File: src/rtl/pipeline_bus_pkg.sv
// Package for the MEM-stage bus arbiter.
// Holds the arbiter state encoding and the system address map constants.
// The address-guard constant DMEM_LIMIT is only consumed when the design is
// built with ARB_ADDR_GUARD_EN defined.
package pipeline_bus_pkg;

    // SHARE: CPU has priority, DMA fills idle cycles.
    // FORCE: one-cycle DMA slot with the pipeline stalled.
    typedef enum logic [0:0] {
        SHARE = 1'b0,
        FORCE = 1'b1
    } arb_state_e;

    // Address map: data memory below DMEM_LIMIT, peripherals below PERIPH_LIMIT.
    localparam logic [31:0] DMEM_LIMIT   = 32'h0000_03ff;
    localparam logic [31:0] PERIPH_LIMIT = 32'h4000_0018;

endpackage

File: src/rtl/pipeline_mem_bus_arbiter_if.sv
// Bundle of the CPU-side, DMA-side and shared-bus signals of the arbiter.
// Modports:
//   master : view of the arbiter itself (drives grants, bus strobes, read data)
//   slave  : view of the surrounding system (CPU MEM stage, DMA engine, slaves)
interface pipeline_mem_bus_arbiter_if #(
    parameter int AW = 32,
    parameter int DW = 32
);
    logic [AW-1:0] cpu_addr;
    logic [DW-1:0] cpu_wdata;
    logic          cpu_rd;
    logic          cpu_wr;
    logic [DW-1:0] cpu_rdata;
    logic          cpu_stall;

    logic          dma_req;
    logic [AW-1:0] dma_addr;
    logic [DW-1:0] dma_wdata;
    logic          dma_wr;
    logic          dma_ack;
    logic [DW-1:0] dma_rdata;
    logic          dma_err;

    logic [AW-1:0] bus_addr;
    logic [DW-1:0] bus_wdata;
    logic          bus_rd;
    logic          bus_wr;
    logic [DW-1:0] bus_rdata;
    logic          bus_owner;

    modport master (
        input  cpu_addr, cpu_wdata, cpu_rd, cpu_wr,
        output cpu_rdata, cpu_stall,
        input  dma_req, dma_addr, dma_wdata, dma_wr,
        output dma_ack, dma_rdata, dma_err,
        output bus_addr, bus_wdata, bus_rd, bus_wr, bus_owner,
        input  bus_rdata
    );

    modport slave (
        output cpu_addr, cpu_wdata, cpu_rd, cpu_wr,
        input  cpu_rdata, cpu_stall,
        output dma_req, dma_addr, dma_wdata, dma_wr,
        input  dma_ack, dma_rdata, dma_err,
        input  bus_addr, bus_wdata, bus_rd, bus_wr, bus_owner,
        output bus_rdata
    );
endinterface

File: src/rtl/pipeline_arb_starve_cnt.sv
// Saturating count of consecutive cycles the DMA request was blocked by the CPU.
// Ports:
//   clk   in  clock, rising edge
//   reset in  asynchronous, active-low
//   inc   in  DMA blocked this cycle
//   clr   in  restart the count (takes precedence over inc)
//   hit   out count has reached MAX_WAIT-1 (this blocked cycle is the last one)
module pipeline_arb_starve_cnt #(
    parameter int MAX_WAIT = 4,
    parameter int WAIT_W   = 3
) (
    input  logic clk,
    input  logic reset,
    input  logic inc,
    input  logic clr,
    output logic hit
);
    logic [WAIT_W-1:0] count_q;
    logic [WAIT_W-1:0] count_d;

    // Next count: clear wins, increment saturates at all ones.
    always_comb begin
        count_d = count_q;
        if (clr) begin
            count_d = {WAIT_W{1'b0}};
        end else if (inc && (count_q != {WAIT_W{1'b1}})) begin
            count_d = count_q + {{(WAIT_W-1){1'b0}}, 1'b1};
        end else begin
            count_d = count_q;
        end
    end

    // Count register.
    always_ff @(posedge clk or negedge reset) begin
        if (!reset) begin
            count_q <= {WAIT_W{1'b0}};
        end else begin
            count_q <= count_d;
        end
    end

    assign hit = (count_q == WAIT_W'(MAX_WAIT - 1));

endmodule

File: src/rtl/pipeline_mem_bus_arbiter.sv
// MEM-stage data bus arbiter between the CPU MEM stage (priority) and a UART-RX
// DMA engine. After MAX_WAIT consecutive blocked DMA cycles a one-cycle FORCE
// slot grants the DMA and stalls the pipeline. All grant/strobe outputs are
// combinational from the current state and inputs; read data is passed through.
// Ports:
//   clk    in   clock, rising edge
//   reset  in   asynchronous, active-low; forces all strobes/grants to 0
//   bif    master modport of pipeline_mem_bus_arbiter_if (CPU, DMA, bus signals)
// Optional feature: define ARB_ADDR_GUARD_EN to reject DMA accesses at or above
// DMEM_LIMIT (acked with dma_err, no bus strobe).
module pipeline_mem_bus_arbiter
    import pipeline_bus_pkg::*;
#(
    parameter int AW       = 32,
    parameter int DW       = 32,
    parameter int MAX_WAIT = 4,
    parameter int WAIT_W   = 3
) (
    input logic                         clk,
    input logic                         reset,
    pipeline_mem_bus_arbiter_if.master  bif
);
    arb_state_e    state_q;
    arb_state_e    state_d;

    logic          cpu_acc_s;
    logic          dma_bad_s;
    logic          cnt_inc_s;
    logic          cnt_clr_s;
    logic          cnt_hit_s;

    logic [AW-1:0] bus_addr_s;
    logic [DW-1:0] bus_wdata_s;
    logic          bus_rd_s;
    logic          bus_wr_s;
    logic          bus_owner_s;
    logic          cpu_stall_s;
    logic          dma_ack_s;
    logic          dma_err_s;

    pipeline_arb_starve_cnt #(
        .MAX_WAIT (MAX_WAIT),
        .WAIT_W   (WAIT_W)
    ) u_starve_cnt (
        .clk   (clk),
        .reset (reset),
        .inc   (cnt_inc_s),
        .clr   (cnt_clr_s),
        .hit   (cnt_hit_s)
    );

    // Address guard: DMA may only touch data memory when the guard is built in.
    always_comb begin
`ifdef ARB_ADDR_GUARD_EN
        dma_bad_s = (bif.dma_addr >= AW'(DMEM_LIMIT));
`else
        dma_bad_s = 1'b0;
`endif
    end

    // Next-state and grant decode.
    always_comb begin
        state_d     = state_q;
        cpu_acc_s   = bif.cpu_rd | bif.cpu_wr;
        bus_addr_s  = bif.cpu_addr;
        bus_wdata_s = bif.cpu_wdata;
        bus_rd_s    = 1'b0;
        bus_wr_s    = 1'b0;
        bus_owner_s = 1'b0;
        cpu_stall_s = 1'b0;
        dma_ack_s   = 1'b0;
        dma_err_s   = 1'b0;
        cnt_inc_s   = 1'b0;
        cnt_clr_s   = 1'b0;
        case (state_q)
            SHARE: begin
                if (cpu_acc_s) begin
                    bus_rd_s = bif.cpu_rd;
                    bus_wr_s = bif.cpu_wr;
                    if (bif.dma_req) begin
                        cnt_inc_s = 1'b1;
                        if (cnt_hit_s) begin
                            state_d = FORCE;
                        end else begin
                            state_d = SHARE;
                        end
                    end else begin
                        cnt_clr_s = 1'b1;
                    end
                end else if (bif.dma_req) begin
                    // Zero-latency grant into an idle CPU cycle.
                    bus_addr_s  = bif.dma_addr;
                    bus_wdata_s = bif.dma_wdata;
                    bus_rd_s    = ~dma_bad_s & ~bif.dma_wr;
                    bus_wr_s    = ~dma_bad_s &  bif.dma_wr;
                    bus_owner_s = 1'b1;
                    dma_ack_s   = 1'b1;
                    dma_err_s   = dma_bad_s;
                    cnt_clr_s   = 1'b1;
                end else begin
                    cnt_clr_s = 1'b1;
                end
            end
            FORCE: begin
                // Pipeline frozen; any CPU store this cycle is dropped and replayed.
                cpu_stall_s = 1'b1;
                cnt_clr_s   = 1'b1;
                state_d     = SHARE;
                if (bif.dma_req) begin
                    bus_addr_s  = bif.dma_addr;
                    bus_wdata_s = bif.dma_wdata;
                    bus_rd_s    = ~dma_bad_s & ~bif.dma_wr;
                    bus_wr_s    = ~dma_bad_s &  bif.dma_wr;
                    bus_owner_s = 1'b1;
                    dma_ack_s   = 1'b1;
                    dma_err_s   = dma_bad_s;
                end else begin
                    bus_owner_s = 1'b0;
                end
            end
            default: begin
                state_d   = SHARE;
                cnt_clr_s = 1'b1;
            end
        endcase
    end

    // Arbiter state register.
    always_ff @(posedge clk or negedge reset) begin
        if (!reset) begin
            state_q <= SHARE;
        end else begin
            state_q <= state_d;
        end
    end

    // Strobes and grants are held low while reset is asserted, even mid-FORCE.
    assign bif.bus_addr  = bus_addr_s;
    assign bif.bus_wdata = bus_wdata_s;
    assign bif.bus_rd    = reset & bus_rd_s;
    assign bif.bus_wr    = reset & bus_wr_s;
    assign bif.bus_owner = reset & bus_owner_s;
    assign bif.cpu_stall = reset & cpu_stall_s;
    assign bif.dma_ack   = reset & dma_ack_s;
    assign bif.dma_err   = reset & dma_err_s;
    assign bif.cpu_rdata = bif.bus_rdata;
    assign bif.dma_rdata = bif.bus_rdata;

endmodule

File: src/flat_wrapper.sv
// flat-port wrapper written by rule: the top's interface ports become plain ports
module pipeline_mem_bus_arbiter_flat import pipeline_bus_pkg::*;
#(
    parameter int AW       = 32,
    parameter int DW       = 32,
    parameter int MAX_WAIT = 4,
    parameter int WAIT_W   = 3
)
  (clk, reset, bif_cpu_addr, bif_cpu_wdata, bif_cpu_rd, bif_cpu_wr, bif_cpu_rdata, bif_cpu_stall, bif_dma_req, bif_dma_addr, bif_dma_wdata, bif_dma_wr, bif_dma_ack, bif_dma_rdata, bif_dma_err, bif_bus_addr, bif_bus_wdata, bif_bus_rd, bif_bus_wr, bif_bus_owner, bif_bus_rdata);
  pipeline_mem_bus_arbiter_if #(.AW(AW), .DW(DW)) bif_i ();
  input logic clk;
  input logic reset;
  input wire logic [$bits(bif_i.cpu_addr)-1:0] bif_cpu_addr;
  input wire logic [$bits(bif_i.cpu_wdata)-1:0] bif_cpu_wdata;
  input wire logic [$bits(bif_i.cpu_rd)-1:0] bif_cpu_rd;
  input wire logic [$bits(bif_i.cpu_wr)-1:0] bif_cpu_wr;
  output wire logic [$bits(bif_i.cpu_rdata)-1:0] bif_cpu_rdata;
  output wire logic [$bits(bif_i.cpu_stall)-1:0] bif_cpu_stall;
  input wire logic [$bits(bif_i.dma_req)-1:0] bif_dma_req;
  input wire logic [$bits(bif_i.dma_addr)-1:0] bif_dma_addr;
  input wire logic [$bits(bif_i.dma_wdata)-1:0] bif_dma_wdata;
  input wire logic [$bits(bif_i.dma_wr)-1:0] bif_dma_wr;
  output wire logic [$bits(bif_i.dma_ack)-1:0] bif_dma_ack;
  output wire logic [$bits(bif_i.dma_rdata)-1:0] bif_dma_rdata;
  output wire logic [$bits(bif_i.dma_err)-1:0] bif_dma_err;
  output wire logic [$bits(bif_i.bus_addr)-1:0] bif_bus_addr;
  output wire logic [$bits(bif_i.bus_wdata)-1:0] bif_bus_wdata;
  output wire logic [$bits(bif_i.bus_rd)-1:0] bif_bus_rd;
  output wire logic [$bits(bif_i.bus_wr)-1:0] bif_bus_wr;
  output wire logic [$bits(bif_i.bus_owner)-1:0] bif_bus_owner;
  input wire logic [$bits(bif_i.bus_rdata)-1:0] bif_bus_rdata;
  assign bif_i.cpu_addr = bif_cpu_addr;
  assign bif_i.cpu_wdata = bif_cpu_wdata;
  assign bif_i.cpu_rd = bif_cpu_rd;
  assign bif_i.cpu_wr = bif_cpu_wr;
  assign bif_cpu_rdata = bif_i.cpu_rdata;
  assign bif_cpu_stall = bif_i.cpu_stall;
  assign bif_i.dma_req = bif_dma_req;
  assign bif_i.dma_addr = bif_dma_addr;
  assign bif_i.dma_wdata = bif_dma_wdata;
  assign bif_i.dma_wr = bif_dma_wr;
  assign bif_dma_ack = bif_i.dma_ack;
  assign bif_dma_rdata = bif_i.dma_rdata;
  assign bif_dma_err = bif_i.dma_err;
  assign bif_bus_addr = bif_i.bus_addr;
  assign bif_bus_wdata = bif_i.bus_wdata;
  assign bif_bus_rd = bif_i.bus_rd;
  assign bif_bus_wr = bif_i.bus_wr;
  assign bif_bus_owner = bif_i.bus_owner;
  assign bif_i.bus_rdata = bif_bus_rdata;
  pipeline_mem_bus_arbiter #(.AW(AW), .DW(DW), .MAX_WAIT(MAX_WAIT), .WAIT_W(WAIT_W)) u_core (.clk(clk), .reset(reset), .bif(bif_i));
endmodule
File: config.mk
export PLATFORM = sky130hd
export DESIGN_NAME = pipeline_mem_bus_arbiter_flat
export DESIGN_NICKNAME = d
export VERILOG_FILES = /design/src/rtl/pipeline_bus_pkg.sv /design/src/rtl/pipeline_mem_bus_arbiter_if.sv /design/src/rtl/pipeline_arb_starve_cnt.sv /design/src/rtl/pipeline_mem_bus_arbiter.sv /design/src/flat_wrapper.sv
export SDC_FILE = /design/constraint.sdc
export NUM_CORES = 1
export LEC_CHECK = 0
export CAP_MARGIN = 20
export CORE_AREA = 2 2 118 120
export CTS_CLUSTER_SIZE = 12
export DETAILED_ROUTE_END_ITERATION = 10
export DIE_AREA = 0 0 120 122
export DONT_BUFFER_PORTS = 1
export PLACE_DENSITY = 0.31
export SLEW_MARGIN = 20
export SYNTH_ARGS = -nofsm -noshare
export SYNTH_HDL_FRONTEND = slang
export SYNTH_HIERARCHICAL = 1
export SYNTH_SLANG_ARGS = --single-unit
File: constraint.sdc
create_clock -name clk -period 1.51 [get_ports clk]
set_input_delay 0.302 -clock clk [delete_from_list [all_inputs] [get_ports clk]]
set_output_delay 0.302 -clock clk [all_outputs]
set_load 0.01 [all_outputs]
==> flow_summary.yaml <==
worst_setup_path:
  critical_setup_path_kind: "flop to primary output"
  worst_ep_required_time_ps: 1210
  setup.worst_path.start_class: "flop"
  critPathCaptureType: "primary output"
  critPathMaxFanout: 15
  critPathArrivalTime_ps: 1500
timing:
  grt_setup_unrepaired: "true"
  max_freq_ghz: 0.556
  clock-skew-final_ps: 0.758
  final.period_utilization: 1.19
  finalHoldWorstSlack_ps: 231
  final_hold_viol_count: 0
  report.final.setup_viol: 70
  final_period_minus_worst_setup_slack_ps: 1800
  slew_viol_final: 0
  post-route-worst-setup-slack_ps: -290
floorplanning:
  floorplan.initialDensity: 0.131
  io_pins: 300
  placement_row_count: 43
  design.core.area_sq_mm: 0.0135
  floorplan.die.height_um: 122
  die_w_um: 120
  die_area_sq_mm: 0.0146
finish:
  leading_cell_types_in_the_layout_fill_and_taps_excluded: "mux2_4 (50), mux2_2 (14), buf_4 (7)"
  drive_gt1_frac: 0.811
  area.growth.synth_to_final_pct: -4.58
  layout.cells.non_filler: 291
  mostFrequentLayoutCell: "mux2_4"
  antenna_cells_inserted: 0
  finalNetCount: 282
  final_area_sq_mm: 0.00169
synthesis:
  ys.warnings.count: 6
  synth.lib_cells_used.distinct: 27
  yosys_register_bits: 4
  syn_area_sq_mm: 0.00178
  syn_avg_cell_area_sq_um: 10.4
  synthFlopType: "dfrtp_1"
  synth_cells: 170
  synth_seq_area_share: 0.0564
  syn-num-nets: 339
  synth_edf_count: 0
  synthArstFlopShare: 1.00
run:
  cap_viol_max_count: 0
clocking:
  clock_insertion_delay_worst_skew_ps: 230
  cts_sinks: 4
  tritoncts: "done"
  htree_levels: 1
  cts_clock_pin_slew_for_the_worst_setup_and_hold_paths_ps: 30
  cts_root_buffer: "clkbuf_16"
  tritoncts.num_buffers: 3
  cts_buffer_depth: 2
outcome:
  violated_checks: "negative setup slack"
  status: "finished with violations"
detailed_routing:
  drt_first_pass_iters: 3
  detailedRoute.firstIterationViolations: 14
  wl_per_cell_um: 15.9
  detail-route-antenna-nets: 0
  drt-total-wl_mm: 4.63
  post-route-drc-count: 0
  vias_per_cell: 3.40
  via_count: 989
grt:
  largest_net_degree_at_the_start_of_global_routing: 36
  number_of_antenna_violations_at_the_first_check_in_global_routing: 0
  gr-total-overflow: 0
  global_route_wire_length_before_repair_mm: 5.64
  grt_usage: 0.0519
  grt_pass1_vias: 951
place:
  placedInstanceArea_sq_mm: 0.00151
  globalplace.congestion: 0.685
  post-place-cells: 283
  place.port_buffers: 0
  post-dp-hpwl_mm: 3.93
power:
  totalPowerFinal_w: 0.000927
  ir_drop_mv: 0.580
  leakagePower_nw: 0.792
  pwr_density_cell_mw_per_mm2: 547
min_path:
  min-delay-path-class: "input pin to flop"
-- timing repair --
action | in CTS | in global routing
pin swaps | 0 | 3
resized for setup | 6 | 6
setup endpoints to repair | 69 | 70
hold buffers | 1 | 0
setup buffers | 2 | 1
gates cloned | 1 | 0
endpoints found under the hold margin | 4 | 0
-- routing by layer --
metal,vias to the layer above,GRT usage,wire length (um)
met3,6,0.0360,929
met2,153,0.0778,2120
met1,432,0.0601,1540
li1,398,-,-
met5,-,0,0
met4,0,0.0125,42
-- critical path: stages (launching register included) --
cell	delay [ps]
dfrtp_1	390
o21ai_4	180
buf_4	150
buf_12	150
mux2_2	390
-- path summary, 6_finish.rpt --
kind,start,to,slack [ps],cells after the start
setup / recovery,u_core/state_q,bif_bus_addr[31],-290,4
hold / removal,bif_dma_req,u_core/state_q,230,1
setup reg to reg,u_core/state_q,u_core/u_starve_cnt/count_q[0],-70,6
hold reg to reg,u_core/u_starve_cnt/count_q[1],u_core/u_starve_cnt/count_q[1],550,2
max in group asynchronous,reset,u_core/u_starve_cnt/count_q[0],940,1
min in group asynchronous,reset,u_core/u_starve_cnt/count_q[1],370,1
-- per-stage QoR --
stage / setup WS [ps] / utilization / TNS (ps)
2_1_floorplan: 12.9 / - / 0
3_5_place_dp: -106 / 0.112 / -3450
3_3_place_gp: -78.6 / 0.112 / -2050
4_1_cts: -331 / 0.122 / -19250
5_1_grt: -345 / 0.125 / -20690
6_report: -290 / 0.125 / -16170
-- cell usage after synthesis (2+ instances only) --
library cell / n / area share
dfrtp_1: 4 / 0.056
inv_1: 2 / 0.0042
a21oi_1: 2 / 0.0056
mux2_4: 49 / 0.41
nand2b_1: 2 / 0.0070
buf_4: 66 / 0.28
buf_6: 6 / 0.038
ha_1: 3 / 0.021
mux2_2: 15 / 0.095
and2_1: 2 / 0.0070
nor2_1: 3 / 0.0063
-- layout make-up --
class,instances,area [sq um]
Tap cell,180,225
Fill cell,1557,11800
Sequential cell,4,100
Inverter,2,7.51
Timing Repair Buffer,11,130
Multi-Input combinational cell,91,1160
Clock buffer,3,75.1
-- power by group --
group	switching [W]	internal (W)	total, W
clock network	0.0000825	0.000339	0.000422
registers	0.00000266	0.000111	0.000114
logic	0.000178	0.000214	0.000392
total	0.000263	0.000664	0.000927
-- sequential cells by signal, indices dropped and copies added, names as in the netlist --
signal                       cells
u_core/u_starve_cnt/count_q      3
u_core/state_q                   1
-- cells by family (layout without fill, tap and decap cells) --
family	Yosys count	in the layout	share of synthesized area
other cells	1	1	0.00211
compound gates	5	5	0.0176
mux	65	65	0.516
fa+ha+maj	3	3	0.0211
buf+inv	75	16	0.324
flops	4	4	0.0564
simple gates	17	17	0.0627
(Power assumes the default switching activity.)
